**src/rtl/bram_stream_reader_pkg.sv**
```systemverilog
// Shared definitions for the BRAM stream reader: FSM encodings, skid FIFO depth
// and the read-credit helper used to keep the FIFO from overflowing.
package bram_stream_reader_pkg;

  typedef enum logic [1:0] {
    ST_IDLE  = 2'd0,
    ST_ISSUE = 2'd1,
    ST_DRAIN = 2'd2
  } state_t;

  localparam int FIFO_DEPTH     = 2;
  localparam int FIFO_CNT_WIDTH = $clog2(FIFO_DEPTH + 1);

  // A new read is safe when the words already owed to the FIFO (in flight plus
  // stored, minus the one leaving this cycle) leave room for it next cycle.
  function automatic logic has_credit(input logic inflight,
                                      input logic [FIFO_CNT_WIDTH-1:0] count,
                                      input logic pop);
    logic [2:0] occupancy;
    occupancy = 3'(inflight) + 3'(count) - 3'(pop);
    return occupancy < 3'(FIFO_DEPTH);
  endfunction

endpackage

```
**src/rtl/stream_skid_fifo.sv**
```systemverilog
// Two-entry FIFO holding {tlast, tdata} between the BRAM read port and the
// AXI-Stream output; push/pop in the same cycle leaves the count unchanged.
module stream_skid_fifo
  import bram_stream_reader_pkg::*;
#(
  parameter int WIDTH = 9
) (
  input  logic                      clk,
  input  logic                      rst,
  input  logic                      push,
  input  logic [WIDTH-1:0]          push_data,
  input  logic                      pop,
  output logic [WIDTH-1:0]          head,
  output logic                      empty,
  output logic [FIFO_CNT_WIDTH-1:0] count
);

  logic [WIDTH-1:0]          entry_reg [FIFO_DEPTH];
  logic                      wr_ptr_reg;
  logic                      rd_ptr_reg;
  logic [FIFO_CNT_WIDTH-1:0] count_reg;
  logic                      do_pop;

  assign do_pop = pop && (count_reg != '0);
  assign head   = entry_reg[rd_ptr_reg];
  assign empty  = (count_reg == '0);
  assign count  = count_reg;

  always_ff @(posedge clk) begin
    if (rst) begin
      for (int i = 0; i < FIFO_DEPTH; i++) begin
        entry_reg[i] <= '0;
      end
      wr_ptr_reg <= 1'b0;
      rd_ptr_reg <= 1'b0;
      count_reg  <= '0;
    end else begin
      if (push) begin
        entry_reg[wr_ptr_reg] <= push_data;
        wr_ptr_reg            <= ~wr_ptr_reg;
      end
      if (do_pop) begin
        rd_ptr_reg <= ~rd_ptr_reg;
      end
      case ({push, do_pop})
        2'b10:   count_reg <= count_reg + FIFO_CNT_WIDTH'(1);
        2'b01:   count_reg <= count_reg - FIFO_CNT_WIDTH'(1);
        default: count_reg <= count_reg;
      endcase
    end
  end

endmodule

```
**src/rtl/bram_stream_reader.sv**
```systemverilog
// Sweeps LEN narrow BRAM words from BASE and streams them out over AXI-Stream.
// Optional stall counter output enabled by defining BRAM_READER_STALL_CNT_EN.
module bram_stream_reader
  import bram_stream_reader_pkg::*;
#(
  parameter int DATA_WIDTH = 8,
  parameter int DEPTH      = 256,
  parameter int ADDR_WIDTH = $clog2(DEPTH),
  parameter int LEN_WIDTH  = ADDR_WIDTH + 1
) (
  input  logic                  clk,
  input  logic                  rst,
  input  logic                  start,
  input  logic [ADDR_WIDTH-1:0] base_addr,
  input  logic [LEN_WIDTH-1:0]  len,
  output logic                  busy,
  output logic                  done,
  output logic                  enb,
  output logic [ADDR_WIDTH-1:0] addrb,
  input  logic [DATA_WIDTH-1:0] doutb,
  input  logic                  validb,
  output logic [DATA_WIDTH-1:0] m_axis_tdata,
  output logic                  m_axis_tvalid,
  input  logic                  m_axis_tready,
  output logic                  m_axis_tlast
`ifdef BRAM_READER_STALL_CNT_EN
  ,
  output logic [31:0]           stall_cnt
`endif
);

  state_t                    state_reg, state_next;
  logic [ADDR_WIDTH-1:0]     addr_reg, addr_next;
  logic [LEN_WIDTH-1:0]      remaining_reg, remaining_next;
  logic                      done_reg, done_next;
  logic                      inflight_reg;
  logic                      last_inflight_reg;

  logic [DATA_WIDTH:0]       fifo_head;
  logic                      fifo_empty;
  logic [FIFO_CNT_WIDTH-1:0] fifo_count;
  logic                      pop;
  logic                      push;
  logic                      credit_ok;
  logic                      accept;
  logic                      last_issue;

  assign accept     = (state_reg == ST_IDLE) && start;
  assign pop        = m_axis_tvalid && m_axis_tready;
  // Stray read data arriving right after a reset abort has no matching issue.
  assign push       = validb && inflight_reg;
  assign credit_ok  = has_credit(inflight_reg, fifo_count, pop);
  assign last_issue = enb && (remaining_reg == LEN_WIDTH'(1));

  always_comb begin
    state_next     = state_reg;
    addr_next      = addr_reg;
    remaining_next = remaining_reg;
    done_next      = 1'b0;
    enb            = 1'b0;
    case (state_reg)
      ST_IDLE: begin
        if (start) begin
          if (len != '0) begin
            state_next     = ST_ISSUE;
            addr_next      = base_addr;
            remaining_next = len;
          end else begin
            done_next = 1'b1;
          end
        end
      end
      ST_ISSUE: begin
        if (credit_ok) begin
          enb            = 1'b1;
          addr_next      = addr_reg + ADDR_WIDTH'(1);
          remaining_next = remaining_reg - LEN_WIDTH'(1);
          if (remaining_reg == LEN_WIDTH'(1)) begin
            state_next = ST_DRAIN;
          end
        end
      end
      ST_DRAIN: begin
        if (pop && m_axis_tlast) begin
          state_next = ST_IDLE;
          done_next  = 1'b1;
        end
      end
      default: state_next = ST_IDLE;
    endcase
  end

  always_ff @(posedge clk) begin
    if (rst) begin
      state_reg         <= ST_IDLE;
      addr_reg          <= '0;
      remaining_reg     <= '0;
      done_reg          <= 1'b0;
      inflight_reg      <= 1'b0;
      last_inflight_reg <= 1'b0;
    end else begin
      state_reg         <= state_next;
      addr_reg          <= addr_next;
      remaining_reg     <= remaining_next;
      done_reg          <= done_next;
      inflight_reg      <= enb;
      last_inflight_reg <= last_issue;
    end
  end

  // tlast rides alongside its data word so backpressure cannot separate them.
  stream_skid_fifo #(
    .WIDTH (DATA_WIDTH + 1)
  ) u_fifo (
    .clk       (clk),
    .rst       (rst),
    .push      (push),
    .push_data ({last_inflight_reg, doutb}),
    .pop       (pop),
    .head      (fifo_head),
    .empty     (fifo_empty),
    .count     (fifo_count)
  );

  assign busy          = (state_reg != ST_IDLE);
  assign done          = done_reg;
  assign addrb         = addr_reg;
  assign m_axis_tvalid = !fifo_empty;
  assign m_axis_tdata  = fifo_head[DATA_WIDTH-1:0];
  assign m_axis_tlast  = !fifo_empty && fifo_head[DATA_WIDTH];

`ifdef BRAM_READER_STALL_CNT_EN
  logic [31:0] stall_cnt_reg;

  always_ff @(posedge clk) begin
    if (rst || accept) begin
      stall_cnt_reg <= '0;
    end else if (m_axis_tvalid && !m_axis_tready && (stall_cnt_reg != '1)) begin
      stall_cnt_reg <= stall_cnt_reg + 32'd1;
    end
  end

  assign stall_cnt = stall_cnt_reg;
`else
  logic unused_accept;
  assign unused_accept = accept;
`endif

endmodule

```
**config.mk**
```make
export PLATFORM = sky130hd
export DESIGN_NAME = bram_stream_reader
export DESIGN_NICKNAME = d
export VERILOG_FILES = /design/src/rtl/bram_stream_reader_pkg.sv /design/src/rtl/stream_skid_fifo.sv /design/src/rtl/bram_stream_reader.sv
export SDC_FILE = /design/constraint.sdc
export NUM_CORES = 1
export LEC_CHECK = 0
export ABC_CLOCK_PERIOD_IN_PS = 3200
export BUFFER_PORTS_ARGS = -buffer_cell sky130_fd_sc_hd__buf_2
export CAP_MARGIN = 5
export CORE_ASPECT_RATIO = 0.9
export CORE_UTILIZATION = 30
export CTS_BUF_LIST = sky130_fd_sc_hd__clkbuf_4
export DETAILED_ROUTE_END_ITERATION = 6
export GPL_ROUTABILITY_DRIVEN = 1
export SLEW_MARGIN = 20
export SYNTH_ARGS = -nofsm -noshare
export SYNTH_HDL_FRONTEND = slang
export SYNTH_SLANG_ARGS = --single-unit
```
**constraint.sdc**
```tcl
create_clock -name clk -period 3.2 [get_ports clk]
set_input_delay 0.32 -clock clk [delete_from_list [all_inputs] [get_ports clk]]
set_output_delay 0.32 -clock clk [all_outputs]
set_load 0.01 [all_outputs]
```
After elaboration in Yosys (flattened, before gate mapping)
Memories as Yosys holds them, arrays and structs flattened. A register that Yosys moved wholly into a read port is not among the register bits.
Cells that the tools add are included.
- flip-flop bits (word level): 26
- latch bits: 0
- bits in writable memories: 18
- ROM bits: 0
- input bits: 30
- output and inout port bits: 21
- word-level logic and storage cells: 77
- memories kept: 1
- $add $sub $neg: 6
- multiply operators: 0
- divide/modulo/power cells: 0
- $lt $le $gt $ge: 1
- equality and inequality tests: 10
- shifts and indexed selects: 0
- multiplexer cells: 31
- bitwise gates (word level): 2
- reduce and logical (&&, ||, !) cells: 17
- memories (name ; words ; bits a word ; read ports ; clocked after Yosys merged registers in ; write ports ; line ; RTL):
    u_fifo.entry_reg ; 2 ; 9 ; 1 ; 1 ; 2 ; stream_skid_fifo.sv:18 ; logic [WIDTH-1:0] entry_reg [FIFO_DEPTH];
- operators by type and width (cell ; number):
    two-way mux 9 bit ; 4
    two-way mux 8 bit ; 3
    case mux 9 bit (2 select lines) ; 1
    case mux 8 bit (2 select lines) ; 1
    two-way mux 1 bit ; 14
    two-way mux 2 bit ; 5
    == test 9 x 1 -> 1 bit, second input constant ; 1
    nonzero test 9 bit ; 1
    OR reduction 9 bit ; 1
    subtractor 9 x 1 -> 9 bit, second input constant ; 1
    adder 8 x 1 -> 8 bit, second input constant ; 1
    != test 2 bit, second input constant ; 4
    nonzero test 2 bit ; 4
    logical AND 1 bit ; 6
    case mux 2 bit (3 select lines) ; 1
    AND reduction 5 bit ; 1
    == test 2 x 1 -> 1 bit, second input constant ; 2
    == test 2 bit, second input constant ; 2
    zero test 2 bit ; 2
    case mux 2 bit (2 select lines) ; 1
    AND reduction 4 bit ; 1
    adder 1 x 2 -> 3 bit ; 1
    less-than comparator 3 x 2 -> 1 bit, second input constant ; 1
    subtractor 3 x 1 -> 3 bit ; 1
    other kinds (6) ; 7

Depth between registers and ports, before layout
- depth in word-level cells: 8
- mapped depth: 10
- depth with buffers taken out: 8

Cells and area by module
A second synthesis with hierarchy kept.
- cell total of the unflattened synthesis: 259
- area, all modules: 2439.8 sq um
- by module, submodules not included (module ; times used ; cells an instance ; area each (sq um) ; sequential area each (sq um)):
    bram_stream_reader ; 1 ; 178 ; 1448.9 ; 440.4
    stream_skid_fifo ; 1 ; 81 ; 991.0 ; 640.6

Least setup slack after synthesis
OpenSTA, ideal clock, no wires.
- path kind: flip-flop to flip-flop
- start: reg u_fifo.count_reg[0] (netlist: u_fifo.count[0])
- end: reg remaining_reg[4]
- setup time: 133 ps
- arrival time: 2285 ps
- required time: 3067 ps
- path slack: 782 ps
- cell stages (with the launch flop): 11
- buffers on the path: 2
- clock period less this slack: 2418 ps
- path through: dfxtp_1 -> clkbuf_1 -> o21a_1 -> ha_1 -> nand2b_1 -> fa_1 -> xnor2_1 -> a31oi_1 -> buf_4 -> o311ai_1 -> o31ai_1
- longest elaborated chain between the ends: 7
- elaborated cells between the ends (all ways): 8
- those cells by class: add/sub: 2; order compare: 1; eq/ne: 1; reduce/logical: 4
- RTL lines (item ; line ; RTL):
    start, declared ; stream_skid_fifo.sv:21 ; logic [FIFO_CNT_WIDTH-1:0] count_reg;
    start signal, assigned ; stream_skid_fifo.sv:46 ; 2'b10: count_reg <= count_reg + FIFO_CNT_WIDTH'(1);
    start signal, assigned ; stream_skid_fifo.sv:47 ; 2'b01: count_reg <= count_reg - FIFO_CNT_WIDTH'(1);
    start signal, assigned ; stream_skid_fifo.sv:48 ; default: count_reg <= count_reg;
    branches (longest 3 deep; another with adder 1 x 2 -> 3 bit) ; -- ;
    subtractor 3 x 1 -> 3 bit * ; bram_stream_reader_pkg.sv:20 ; occupancy = 3'(inflight) + 3'(count) - 3'(pop);
    less-than comparator 3 x 2 -> 1 bit * ; bram_stream_reader_pkg.sv:21 ; return occupancy < 3'(FIFO_DEPTH);
    != test 2 bit (no source line) * ; -- ;
    AND reduction 4 bit (no source line) * ; -- ;
    end signal, assigned ; bram_stream_reader.sv:104 ; remaining_reg <= remaining_next;
    end, declared ; bram_stream_reader.sv:34 ; logic [LEN_WIDTH-1:0] remaining_reg, remaining_next;
Every way passes the cells marked *.
A chain may end at the register's enable or synchronous reset.

Worst setup path in the final report
- start: reg u_fifo.count_reg[1] (netlist: u_fifo.count[1])
- end: out enb
- longest elaborated chain between the ends: 7
- elaborated cells between the ends (all ways): 8
- those cells by class: add/sub: 2; order compare: 1; mux: 2; reduce/logical: 3
- RTL lines (item ; line ; RTL):
    branches (longest 3 deep; another with adder 1 x 2 -> 3 bit) ; -- ;
    subtractor 3 x 1 -> 3 bit * ; bram_stream_reader_pkg.sv:20 ;
    less-than comparator 3 x 2 -> 1 bit * ; bram_stream_reader_pkg.sv:21 ;
    two-way mux 1 bit * ; bram_stream_reader.sv:74 ; if (credit_ok) begin
    two-way mux 1 bit * ; bram_stream_reader.sv:61 ; case (state_reg)
    end, declared ; bram_stream_reader.sv:18 ; output logic enb,
Marks and branches as above.

==> results.ini <==
[outcome]
status = finished clean

[layout]
antennaDiodeCount = 0
drive_gt1_frac = 0.279
final_common_cell = buf_2
largest_reg_flops = 18
fillers = 784
mostFrequentLayoutCells = 50 x buf_2, 27 x dfxtp_1, 19 x and2_1, 18 x a21oi_1, 18 x edfxtp_1
fin_nets = 325
area_delta_synth_final_pct = 16.0

[sta]
finalSetupTns_ns = 0
slew_headroom = 0.342
post-route-period-util = 0.878
fmax_ghz = 0.356
setup-violations-final = 0
worstMarginPinSlew_ns = 0.985
skew_ns = 0.0158
drv_slew = 0
post-route-min-period_ns = 2.81
hold_viol_final = 0
rsz0062_at_grt = no

[placement]
portBuffers = 50
gp_congestion = 0.846
dp_hpwl_um = 4220

[clock_network]
cts_resized = 0
hold_buffers = 0
cts_max_path_buffers = 2
post_cts_buffers = 0
h-tree-depth = 2
cts.clk_slew.worst_paths_ns = 0.14
clockRootBuffer = clkbuf_4
cts.sinks = 45
worstSkewPairLatency_ns = 0.35
numCtsBuffers = 5
tritoncts = done

[grt]
gr-usage-met2 = 0.239
use_met1 = 0.190
grt_max_degree = 32
grt_antenna_before_repair = 0
grt_use_met3 = 0.0233
grt_pass1_vias = 1958
track_usage = 0.144
overflow = 0
grt_pass1_wl_um = 9650
grt.busiest_layer = met2

[logic_synthesis]
synth-main-ff-cell = dfxtp_1
postSynth.asyncResetShare = 0
avgSynthCellArea_um2 = 9.88
synth_nets = 281
synth_edf_count = 18
synth_area_um2 = 2420
yosysSeqAreaShare = 0.447
yosys_warnings = 0
syn_inst = 245
yosys_register_bits = 45
yosysUniqueCellTypes = 56

[pwr]
combinationalPowerShare = 0.454
p_sw_mw = 0.982
pwr-share-seq = 0.394
power.total_mw = 2.31
p_int_mw = 1.32
ir_drop_v = 0.000215
pwr_density_cell_nw_per_um2 = 821
p_leak_nw = 1.07
p_sw_frac = 0.426
pwr-share-clk = 0.152

[route]
viasPerCell = 5.36
drtPass1Iterations = 4
num_vias = 2069
antenna_left = 0
wl_per_cell_um = 15.7
drt_wl_total_um = 6060
remaining_drc_errors = 0
initialDrtViolationCount = 109

[floorplanning]
io_pins = 51
chipHeight_um = 87.2
coreArea_um2 = 7660
design.die.area_um2 = 8430
core.rowCount = 30
dieWidth_um = 96.7
start_util = 0.316

[setup_path]
required_ns = 2.88
arrival_ns = 2.49
path_class = flop to output pin
start_kind = flop
end_kind = output pin
cp_max_fo = 7

[run]
drv_cap = 0

[worst_hold_path]
holdCritPathClass = input pin to flop

## cell families after synthesis
| group | synth area share |
|---|---|
| AOI/OAI and AO/OA | 0.213 |
| xor gates and xnor gates | 0.0181 |
| adders and majority gates | 0.0341 |
| buffers and inverters | 0.0496 |
| DFF | 0.447 |
| muxes | 0.0414 |
| and+or+nand+nor | 0.197 |
## metrics by stage
stage	std cells	worst slack (ns)	hold WS, ns	area, um2	utilization
2_1_floorplan	245	0.782	0.451	2420	-
3_3_place_gp	378	0.187	0.471	2720	0.356
3_5_place_dp	378	0.448	0.472	2730	0.356
4_1_cts	386	0.348	0.195	2810	0.367
5_1_grt	386	0.180	0.206	2810	0.367
6_report	386	0.390	0.214	2810	0.367
## critical path, stage by stage (launching register included)
cell,delay [ns]
dfxtp_1,0.40
o21a_1,0.22
ha_1,0.25
nand2b_1,0.15
fa_1,0.38
xnor2_1,0.28
nand2_1,0.20
nor2_1,0.13
buf_2,0.15
## layout make-up
cell class | instances | area [um2] | share of cell area
Clock buffer | 6 | 45.0 | 0.0160
Clock inverter | 2 | 33.8 | 0.0120
Inverter | 9 | 37.5 | 0.0134
Multi-Input combinational cell | 176 | 1220 | 0.436
Sequential cell | 45 | 1080 | 0.385
Tap cell | 96 | 120 | 0.0428
Timing Repair Buffer | 52 | 265 | 0.0945
## routing by layer
metal / wire length (um) / part of all wire / vias to the layer above
li1: - / - / 1009
met3: 274 / 0.045 / 6
met2: 2980 / 0.49 / 61
met5: 0 / 0 / -
met4: 46 / 0.0076 / 0
met1: 2760 / 0.45 / 993
## path summary, 6_finish.rpt
check / from / to / slack (ns) / cells after the start
min reg2reg: remaining_reg[8]$_SDFFE_PP0P_ / remaining_reg[8]$_SDFFE_PP0P_ / 0.49 / 2
min: base_addr[1] / addrb[1]$_SDFFE_PP0P_ / 0.21 / 3
max: u_fifo.count[1]$_SDFFE_PP0P_ / enb / 0.39 / 8
max reg2reg: u_fifo.count[1]$_SDFFE_PP0P_ / remaining_reg[0]$_SDFFE_PP0P_ / 0.41 / 8
## synth_stat cells, types with 2 or more instances
cell type | count | area share
ha_1 | 5 | 0.026
nand2_1 | 14 | 0.022
buf_2 | 2 | 0.0041
inv_1 | 8 | 0.012
xnor2_1 | 3 | 0.011
nor3_1 | 8 | 0.017
nor2_1 | 14 | 0.022
a31o_2 | 3 | 0.011
dfxtp_1 | 27 | 0.22
a22oi_1 | 2 | 0.0062
edfxtp_1 | 18 | 0.22
o211ai_1 | 3 | 0.0093
o311ai_1 | 4 | 0.014
and2_1 | 19 | 0.049
o311ai_0 | 2 | 0.0072
a211oi_1 | 4 | 0.012
o21a_1 | 4 | 0.012
clkbuf_1 | 6 | 0.0093
o31ai_1 | 8 | 0.025
mux2_2 | 8 | 0.037
nor4_1 | 4 | 0.010
o21ai_0 | 4 | 0.0083
a311oi_1 | 2 | 0.0072
nor2b_1 | 4 | 0.010
buf_4 | 4 | 0.012
nor3b_1 | 2 | 0.0062
nand2b_1 | 3 | 0.0078
a32oi_1 | 3 | 0.011
o32ai_1 | 3 | 0.011
nand3_1 | 5 | 0.010
a31oi_1 | 4 | 0.010
a21oi_1 | 18 | 0.037
xor2_1 | 2 | 0.0072
or3_1 | 3 | 0.0078
## power groups by stage
| stage | Clock (mW) | Combinational (mW) | Sequential (mW) |
|---|---|---|---|
| after floorplan | 0 | 0.799 | 0.872 |
| after global placement | 0 | 1.02 | 0.918 |
| after detailed placement | 0 | 1.03 | 0.920 |
| after CTS | 0.366 | 1.04 | 0.907 |
| after global routing | 0.390 | 1.16 | 0.935 |
| final | 0.350 | 1.05 | 0.909 |
Power figures use the tool's default switching activity.
